### src/rtl/intt_twiddle_gen.sv
// intt_twiddle_gen
//   Per-stage INTT twiddle sequencer. On an accepted stage start it presents the
//   stage half-span to the twiddle-base ROM, captures the registered base g1, and
//   then streams w_j = g1^j mod Q (j = 0 .. mid-1) over a valid/ready handshake.
//
//   Optional build macro: INTT_TWID_PREFETCH_EN
//     Enables a shadow multiply pipeline in EMIT that precomputes the next
//     twiddle. This hides the multiply bubble when the consumer is slower than
//     the pipeline. The emitted sequence is identical to the default build.
//
// Ports
//   clk, rst  : clock, asynchronous active-high reset
//   start     : stage-start pulse, sampled only in IDLE
//   mid_in    : stage half-span (legal: 1,2,4,...,128)
//   rom_mid   : address to the twiddle-base ROM (held until next accepted start)
//   rom_g1    : registered ROM data (valid one cycle after rom_mid changes)
//   busy      : stage in progress
//   tw_valid  : twiddle available        tw_ready : consumer accepts twiddle
//   tw_data   : current twiddle w_j      tw_idx   : j of current twiddle
//   tw_last   : tw_valid and j == mid-1
//   done      : one-cycle pulse after the last twiddle is accepted
//   err       : one-cycle pulse when start carries an illegal mid
module intt_twiddle_gen #(
  parameter int unsigned Q  = 8380417,
  parameter int unsigned DW = 24,
  parameter int unsigned MW = 9
) (
  input  logic          clk,
  input  logic          rst,
  input  logic          start,
  input  logic [MW-1:0] mid_in,
  output logic [MW-1:0] rom_mid,
  input  logic [DW-1:0] rom_g1,
  output logic          busy,
  output logic          tw_valid,
  input  logic          tw_ready,
  output logic [DW-1:0] tw_data,
  output logic [7:0]    tw_idx,
  output logic          tw_last,
  output logic          done,
  output logic          err
);

  typedef enum logic [2:0] {IDLE, ROM_WAIT, LOAD, EMIT, MUL1, MUL2, FIN} state_t;

  state_t          state, state_nxt;
  logic [MW-1:0]   mid_reg;
  logic [DW-1:0]   g1_reg;
  logic [2*DW-1:0] prod;
  logic [2*DW-1:0] mult;
  logic            legal;
  logic            is_last;
  logic            present;

`ifdef INTT_TWID_PREFETCH_EN
  logic            pres;    // tw_data holds a fresh, not yet accepted twiddle
  logic            mul_go;  // tw_data changed; multiply it by g1 next cycle
  logic            pv;      // prod holds tw_data * g1
  logic            nv;      // nxt holds the reduced next twiddle
  logic [DW-1:0]   nxt;
  assign present = pres;
`else
  assign present = 1'b1;
`endif

  // Reduction is specialised to Q = 2^23 - 2^13 + 1, using 2^23 == 2^13 - 1.
  // Three folds bring any 48-bit product below 2*Q; one subtract finishes.
  function automatic logic [DW-1:0] mod_q(input logic [2*DW-1:0] x);
    logic [38:0] y;
    logic [28:0] z;
    logic [24:0] w;
    y = 39'(x[2*DW-1:23]) * 39'd8191 + 39'(x[22:0]);
    z = 29'(y[38:23]) * 29'd8191 + 29'(y[22:0]);
    w = 25'(z[28:23]) * 25'd8191 + 25'(z[22:0]);
    if (w >= 25'(Q)) w = w - 25'(Q);
    return w[DW-1:0];
  endfunction

  assign mult     = (2*DW)'(tw_data) * (2*DW)'(g1_reg);
  assign legal    = (mid_in != '0) && ((mid_in & (mid_in - MW'(1))) == '0) &&
                    (mid_in <= MW'(128));
  assign is_last  = (MW'(tw_idx) == (mid_reg - MW'(1)));
  assign tw_valid = (state == EMIT) && present;
  assign tw_last  = tw_valid && is_last;

  always_ff @(posedge clk or posedge rst) begin
    if (rst) state <= IDLE;
    else     state <= state_nxt;
  end

  always_comb begin
    state_nxt = state;
    busy      = 1'b0;
    done      = 1'b0;
    case (state)
      IDLE:     if (start && legal) state_nxt = ROM_WAIT;
      ROM_WAIT: begin busy = 1'b1; state_nxt = LOAD; end
      LOAD:     begin busy = 1'b1; state_nxt = EMIT; end
      EMIT: begin
        busy = 1'b1;
        if (tw_valid && tw_ready) begin
`ifdef INTT_TWID_PREFETCH_EN
          if (is_last) state_nxt = FIN;
`else
          state_nxt = is_last ? FIN : MUL1;
`endif
        end
      end
      MUL1:     begin busy = 1'b1; state_nxt = MUL2; end
      MUL2:     begin busy = 1'b1; state_nxt = EMIT; end
      FIN:      begin done = 1'b1; state_nxt = IDLE; end
      default:  state_nxt = IDLE;
    endcase
  end

  always_ff @(posedge clk or posedge rst) begin
    if (rst) begin
      err     <= 1'b0;
      rom_mid <= '0;
      mid_reg <= '0;
      g1_reg  <= '0;
      prod    <= '0;
      tw_data <= '0;
      tw_idx  <= '0;
`ifdef INTT_TWID_PREFETCH_EN
      pres    <= 1'b0;
      mul_go  <= 1'b0;
      pv      <= 1'b0;
      nv      <= 1'b0;
      nxt     <= '0;
`endif
    end else begin
      err <= (state == IDLE) && start && !legal;
      if ((state == IDLE) && start && legal) begin
        mid_reg <= mid_in;
        rom_mid <= mid_in;
      end
      case (state)
        LOAD: begin
          g1_reg  <= rom_g1;
          tw_data <= DW'(1);
          tw_idx  <= '0;
`ifdef INTT_TWID_PREFETCH_EN
          pres    <= 1'b1;
          mul_go  <= 1'b1;
          pv      <= 1'b0;
          nv      <= 1'b0;
`endif
        end
`ifdef INTT_TWID_PREFETCH_EN
        // A single token walks mul_go -> pv -> nv. The presentation logic below
        // is written last so its token updates take priority on the same edge.
        EMIT: begin
          if (mul_go) begin
            prod   <= mult;
            pv     <= 1'b1;
            mul_go <= 1'b0;
          end
          if (pv) begin
            nxt <= mod_q(prod);
            nv  <= 1'b1;
            pv  <= 1'b0;
          end
          if (pres) begin
            if (tw_ready && !is_last) begin
              if (nv) begin
                tw_data <= nxt;
                tw_idx  <= tw_idx + 8'd1;
                nv      <= 1'b0;
                mul_go  <= 1'b1;
              end else begin
                pres <= 1'b0;
              end
            end
          end else if (nv) begin
            tw_data <= nxt;
            tw_idx  <= tw_idx + 8'd1;
            nv      <= 1'b0;
            pres    <= 1'b1;
            mul_go  <= 1'b1;
          end else if (pv) begin
            // Bypass the nxt register when the consumer is already waiting.
            tw_data <= mod_q(prod);
            tw_idx  <= tw_idx + 8'd1;
            pv      <= 1'b0;
            nv      <= 1'b0;
            pres    <= 1'b1;
            mul_go  <= 1'b1;
          end
        end
`else
        MUL1: prod <= mult;
        MUL2: begin
          tw_data <= mod_q(prod);
          tw_idx  <= tw_idx + 8'd1;
        end
`endif
        default: ;
      endcase
    end
  end

endmodule
### config.mk
export PLATFORM = sky130hd
export DESIGN_NAME = intt_twiddle_gen
export DESIGN_NICKNAME = d
export VERILOG_FILES = /design/src/rtl/intt_twiddle_gen.sv
export SDC_FILE = /design/constraint.sdc
export NUM_CORES = 2
export LEC_CHECK = 0
export ABC_AREA = 0
export CORE_MARGIN = 2
export CORE_UTILIZATION = 50
export CTS_BUF_LIST = sky130_fd_sc_hd__clkbuf_16
export DETAILED_ROUTE_END_ITERATION = 10
export MAX_ROUTING_LAYER = met4
export PLACE_DENSITY = 0.66
export SYNTH_ARGS = -nofsm -noshare
export SYNTH_HDL_FRONTEND = slang
export SYNTH_SLANG_ARGS = --single-unit
### constraint.sdc
create_clock -name clk -period 35.9 [get_ports clk]
set_clock_uncertainty 0.1 [all_clocks]
set_input_delay 7.18 -clock clk [delete_from_list [all_inputs] [get_ports clk]]
set_output_delay 7.18 -clock clk [all_outputs]
set_load 0.005 [all_outputs]
Word-level counts from Yosys, hierarchy flattened
Index checks and enable logic that the tools add are counted.

storage, ports and cells
  word-level logic and storage cells = 55
  register bits after elaboration = 117
  input port bits = 37

cells by class
  add/sub/neg operators = 7
  $mul = 4
  bitwise operators = 1
  magnitude comparators = 2
  reduce and logical (&&, ||, !) cells = 16
  eq/ne operators = 9
  multiplexer cells = 9

operators by type and width
  kind                                                             number
  multiplier 24 x 24 -> 48 bit                                     1
  case mux 24 bit (2 select lines)                                 1
  adder 38 x 23 -> 39 bit                                          1
  multiplier 25 x 13 -> 38 bit (second input constant)             1
  adder 29 x 23 -> 29 bit                                          1
  multiplier 16 x 13 -> 29 bit (second input constant)             1
  adder 19 x 23 -> 24 bit                                          1
  >= comparator 24 x 23 -> 1 bit (second input constant)           1
  2-to-1 mux 24 bit                                                1
  subtractor 24 x 23 -> 24 bit (second input constant)             1
  multiplier 6 x 13 -> 19 bit (second input constant)              1
  subtractor 9 x 1 -> 9 bit (second input constant)                2
  case mux 8 bit (2 select lines)                                  1
  case mux 3 bit (5 select lines)                                  1
  bitwise AND 9 bit                                                1
  equality test 3 bit (second input constant)                      3
  equality test 8 x 9 -> 1 bit                                     1
  less-or-equal comparator 9 x 8 -> 1 bit (second input constant)  1
  zero test 9 bit                                                  1
  nonzero test 9 bit                                               1
  adder 8 x 1 -> 8 bit (second input constant)                     1
  logical AND 1 bit                                                8
  equality test 3 x 2 -> 1 bit (second input constant)             2
  2-to-1 mux 3 bit                                                 2
  other kinds (11)                                                 12

Depth between registers and ports, before layout
  word-level depth = 9
  gate-level depth with buffers = 71
  gate-level depth less buffers = 68

Worst setup path after synthesis
No wires, ideal clock.

  kind = register to register
  start = register prod[28]
  end = register tw_data[9]
  required time = 35676 ps
  arrival = 17278 ps
  buffers on the path = 2
  cell stages (with the launch flop) = 64
  setup slack = 18398 ps
  library setup time = 124 ps
  path through = dfrtp_1 > fa_1 > inv_1 > fa_1 > fa_1 > inv_1 > fa_1 > fa_1 > inv_1 > fa_1 > inv_1 > ha_1 > and4_1 > and3_1 > o211ai_1 > o211ai_1 > o21ai_0 > a31oi_1 > (+28 left out) > a21o_1 > inv_1 > xnor2_1 > ha_1 > or2_2 > ha_1 > buf_2 > a211o_1 > a2111oi_0 > a2bb2oi_1 > a21boi_2 > xor2_1 > nor4_1 > nand4_1 > a2111oi_4 > nor2_2 > o311a_1 > a211o_1

on the way
  cells in the longest elaborated chain, start to end = 9
  elaborated cells between the ends (all ways) = 10

RTL lines
  element                                                                         RTL line  RTL
  start: declaration                                                              49        logic [2*DW-1:0] prod;
  start signal: assignment                                                        192       MUL1: prod <= mult;
  multiplier 25 x 13 -> 38 bit *                                                  72        y = 39'(x[2*DW-1:23]) * 39'd8191 + 39'(x[22:0]);
  adder 38 x 23 -> 39 bit *                                                       72
  multiplier 16 x 13 -> 29 bit                                                    73        z = 29'(y[38:23]) * 29'd8191 + 29'(y[22:0]);
  adder 29 x 23 -> 29 bit *                                                       73
  multiplier 6 x 13 -> 19 bit                                                     74        w = 25'(z[28:23]) * 25'd8191 + 25'(z[22:0]);
  adder 19 x 23 -> 24 bit *                                                       74
  subtractor 24 x 23 -> 24 bit or >= comparator 24 x 23 -> 1 bit (tied branches)  75        if (w >= 25'(Q)) w = w - 25'(Q);
  2-to-1 mux 24 bit *                                                             75
  case mux 24 bit (2 select lines) *                                              138       case (state)
  end signal: assignment                                                          194       tw_data <= mod_q(prod);
  end: declaration                                                                37        output logic [DW-1:0] tw_data,

Mark *: on every way between the ends. The rest lies on a longest branch, timed or not.
A chain may end at the register's enable or synchronous reset.

Worst setup path after layout
Ends and elaborated chain as after synthesis.

==> out/results.txt <==
1st-iter DRT viols: 1493
Drt first pass iters: 5
WP data required: 36.15 ns
Synthesis-stage register bit count: 117
Mapped cell area: 38400 µm²
Chip Width: 281 µm
Slew @ Worst Pin: 1.17 ns
H-tree Lvls: 4
Worst Setup End Kind: flip-flop
Final Instance Area: 40800 µm²
Area of the multi-input gates: 31300 µm²
Final RePlAce weighted congestion: 0.922
Top Ports: 83
Max reg flops: 48
Vias: 27875
Syn Inst Count: 4182
Syn-to-layout area delta: 6.39%
Final cycle utilization of the critical path: 0.542
Placed Area: 40300 µm²
Post-CTS Setup Bufs: 0
Final Critical Period: 19.46 ns
CTS tree: done
Worst rel slew slack: 0.221
Top FF cell, synth: dfrtp_1
Largest net degree at the start of global routing: 74
Max-slew violation count: 0
Total global-route track usage: 0.265
Max Cap Viol: 0
Post-CTS Hold Buffers: 0
Worst-path clk slew: 0.07 ns
Worst skew pair latency: 0.46 ns
Fmax: 51.4 MHz
Filler cells: 6965
CP dominant cell by count: fa_1
CTS Buf Count: 17
DRT Wirelength: 95000 µm
Dpl ws: 16.57 ns
Crit path launch type: flip-flop
# resized after CTS: 0
Initial antenna violation count: 0
Register area share after synthesis: 0.0763
FFs w/ async S/R, synth: 1.00
Fin cells: 5219
CP max FO: 15
Antenna viol nets, final: 0
Final hold violation count: 0
Placed Cells: 5187
Final nets: 5446
Cell Rows: 101
RSZ-0062 raised after global routing: false
Setup violators final: 0
CP max stage cell: a2111oi_4
Status: finished, final reports clean
Clock sink count: 117
Syn_nets: 5452
Yosys warnings: 0
Setup CP Type: reg -> reg
Residual DRC count: 0
Clk buf depth: 2
Reg-to-reg setup timing slack: 16.44 ns
Total grt overflow: 0
Area of the core: 75900 µm²
Antenna cells: 0
Number of global-route vias before repair: 29894
Global-route wire length before repair: 159000 µm
Initial core utilization: 0.505
Height of the chip: 281 µm
Layout cells sized above 1: 0.0265
Die area: 79000 µm²
Crit path largest cell delay: 0.79 ns
Yosys cell types: 90
FF+latch area: 2930 µm²
Root Driver: clkbuf_16
Post-synth EDFFs: 0
Via/cell ratio: 5.34
Setup WS post-layout: 16.44 ns
Routed WL per cell: 18.2 µm
Port bufs: 82
Setup TNS: 0 ns
Crit path DAT: 19.71 ns
Post-DP HPWL: 78400 µm
Mean post-synth cell area: 9.18 µm²
Worst min path class: reg -> reg
-- cell type report --
| type | instances | area share |
|---|---|---|
| Multi-Input combinational cell | 2965 | 0.767 |
| Clock inverter | 15 | 0.00383 |
| Inverter | 949 | 0.0873 |
| Timing Repair Buffer | 126 | 0.0282 |
| Sequential cell | 117 | 0.0717 |
| Clock buffer | 17 | 0.0104 |
| Tap cell | 1030 | 0.0316 |
-- Yosys cell counts (63+ instances only) --
cell type	instances	area (µm²)
inv_1	949	3560
fa_1	832	16700
nand2_1	616	2310
ha_1	401	5020
and2_1	196	1230
clkbuf_1	145	544
o21ai_0	134	671
a21oi_1	120	601
dfrtp_1	117	2930
xnor2_1	94	823
nor2_1	83	312
a21o_1	66	495
xor2_1	63	552
-- layer usage --
layer / vias up / GRT usage / routed length, µm
met5: - / - / 0
met4: 0 / 0.0569 / 1970
met3: 134 / 0.0327 / 4660
met2: 693 / 0.441 / 47100
met1: 14318 / 0.348 / 41300
li1: 12730 / - / -
-- metrics by stage --
stage | util | hold slack [ns]
after global placement | 0.530 | 0.367
after global routing | 0.538 | 0.413
after floorplan | - | 0.345
after detailed placement | 0.530 | 0.367
after CTS | 0.538 | 0.386
final | 0.538 | 0.385
-- worst paths after layout --
kind / startpoint / endpoint / depth (start not counted)
worst max register to register: prod[28]$_DFFE_PP0P_ / tw_data[9]$_DFFE_PP0P_ / 61
max in group asynchronous: rst / tw_idx[7]$_DFFE_PP0P_ / 3
worst min-delay path: prod[37]$_DFFE_PP0P_ / prod[37]$_DFFE_PP0P_ / 2
worst max-delay path: prod[28]$_DFFE_PP0P_ / tw_data[9]$_DFFE_PP0P_ / 61
min in group asynchronous: rst / g1_reg[8]$_DFFE_PP0N_ / 2
worst min register to register: prod[37]$_DFFE_PP0P_ / prod[37]$_DFFE_PP0P_ / 2
-- cells in the final DEF (no fill, tap or decap), drive strengths merged, types with 12 or more instances in the layout --
cell / netlist / final
xnor2: 94 / 94
nand4: 14 / 14
nand2: 616 / 616
nand3: 34 / 34
a21oi: 121 / 121
dfrtp: 117 / 117
nor3: 29 / 29
and3: 17 / 17
o211ai: 18 / 18
o21ai: 140 / 140
a21o: 66 / 66
inv: 949 / 958
a31oi: 23 / 23
fa: 832 / 832
a211oi: 15 / 15
buf: 4 / 44
nor2: 84 / 84
clkdlybuf4s50: 0 / 82
and2: 196 / 196
clkbuf: 147 / 17
o21a: 18 / 18
o21bai: 20 / 20
nand2b: 25 / 25
xor2: 63 / 63
nor2b: 12 / 12
ha: 401 / 401
-- worst max-delay path, delay by kind of cell (launching register included) --
kind,cells,cell delay [ns]
adder cells (fa/ha/maj),19,8.88
flip-flops,1,0.48
buffers and inverters,6,0.49
AO/OA/AOI/OAI,23,6.49
AND/OR/NAND/NOR,8,1.70
XOR/XNOR,5,1.16
-- cells by family (layout without fill, tap and decap cells) --
group | after synthesis | in the layout | share of synthesized area
AOI/OAI and AO/OA | 489 | 489 | 0.0820
xor gates and xnor gates | 157 | 157 | 0.0358
adders and majority gates | 1235 | 1235 | 0.565
buffers and inverters | 1100 | 1107 | 0.108
DFF | 117 | 117 | 0.0763
muxes | 11 | 11 | 0.00313
and+or+nand+nor | 1073 | 1073 | 0.130
Power is left out: the tool's default activity adds up to more than one toggle a clock period on the data nets, which glitch-free logic cannot reach.
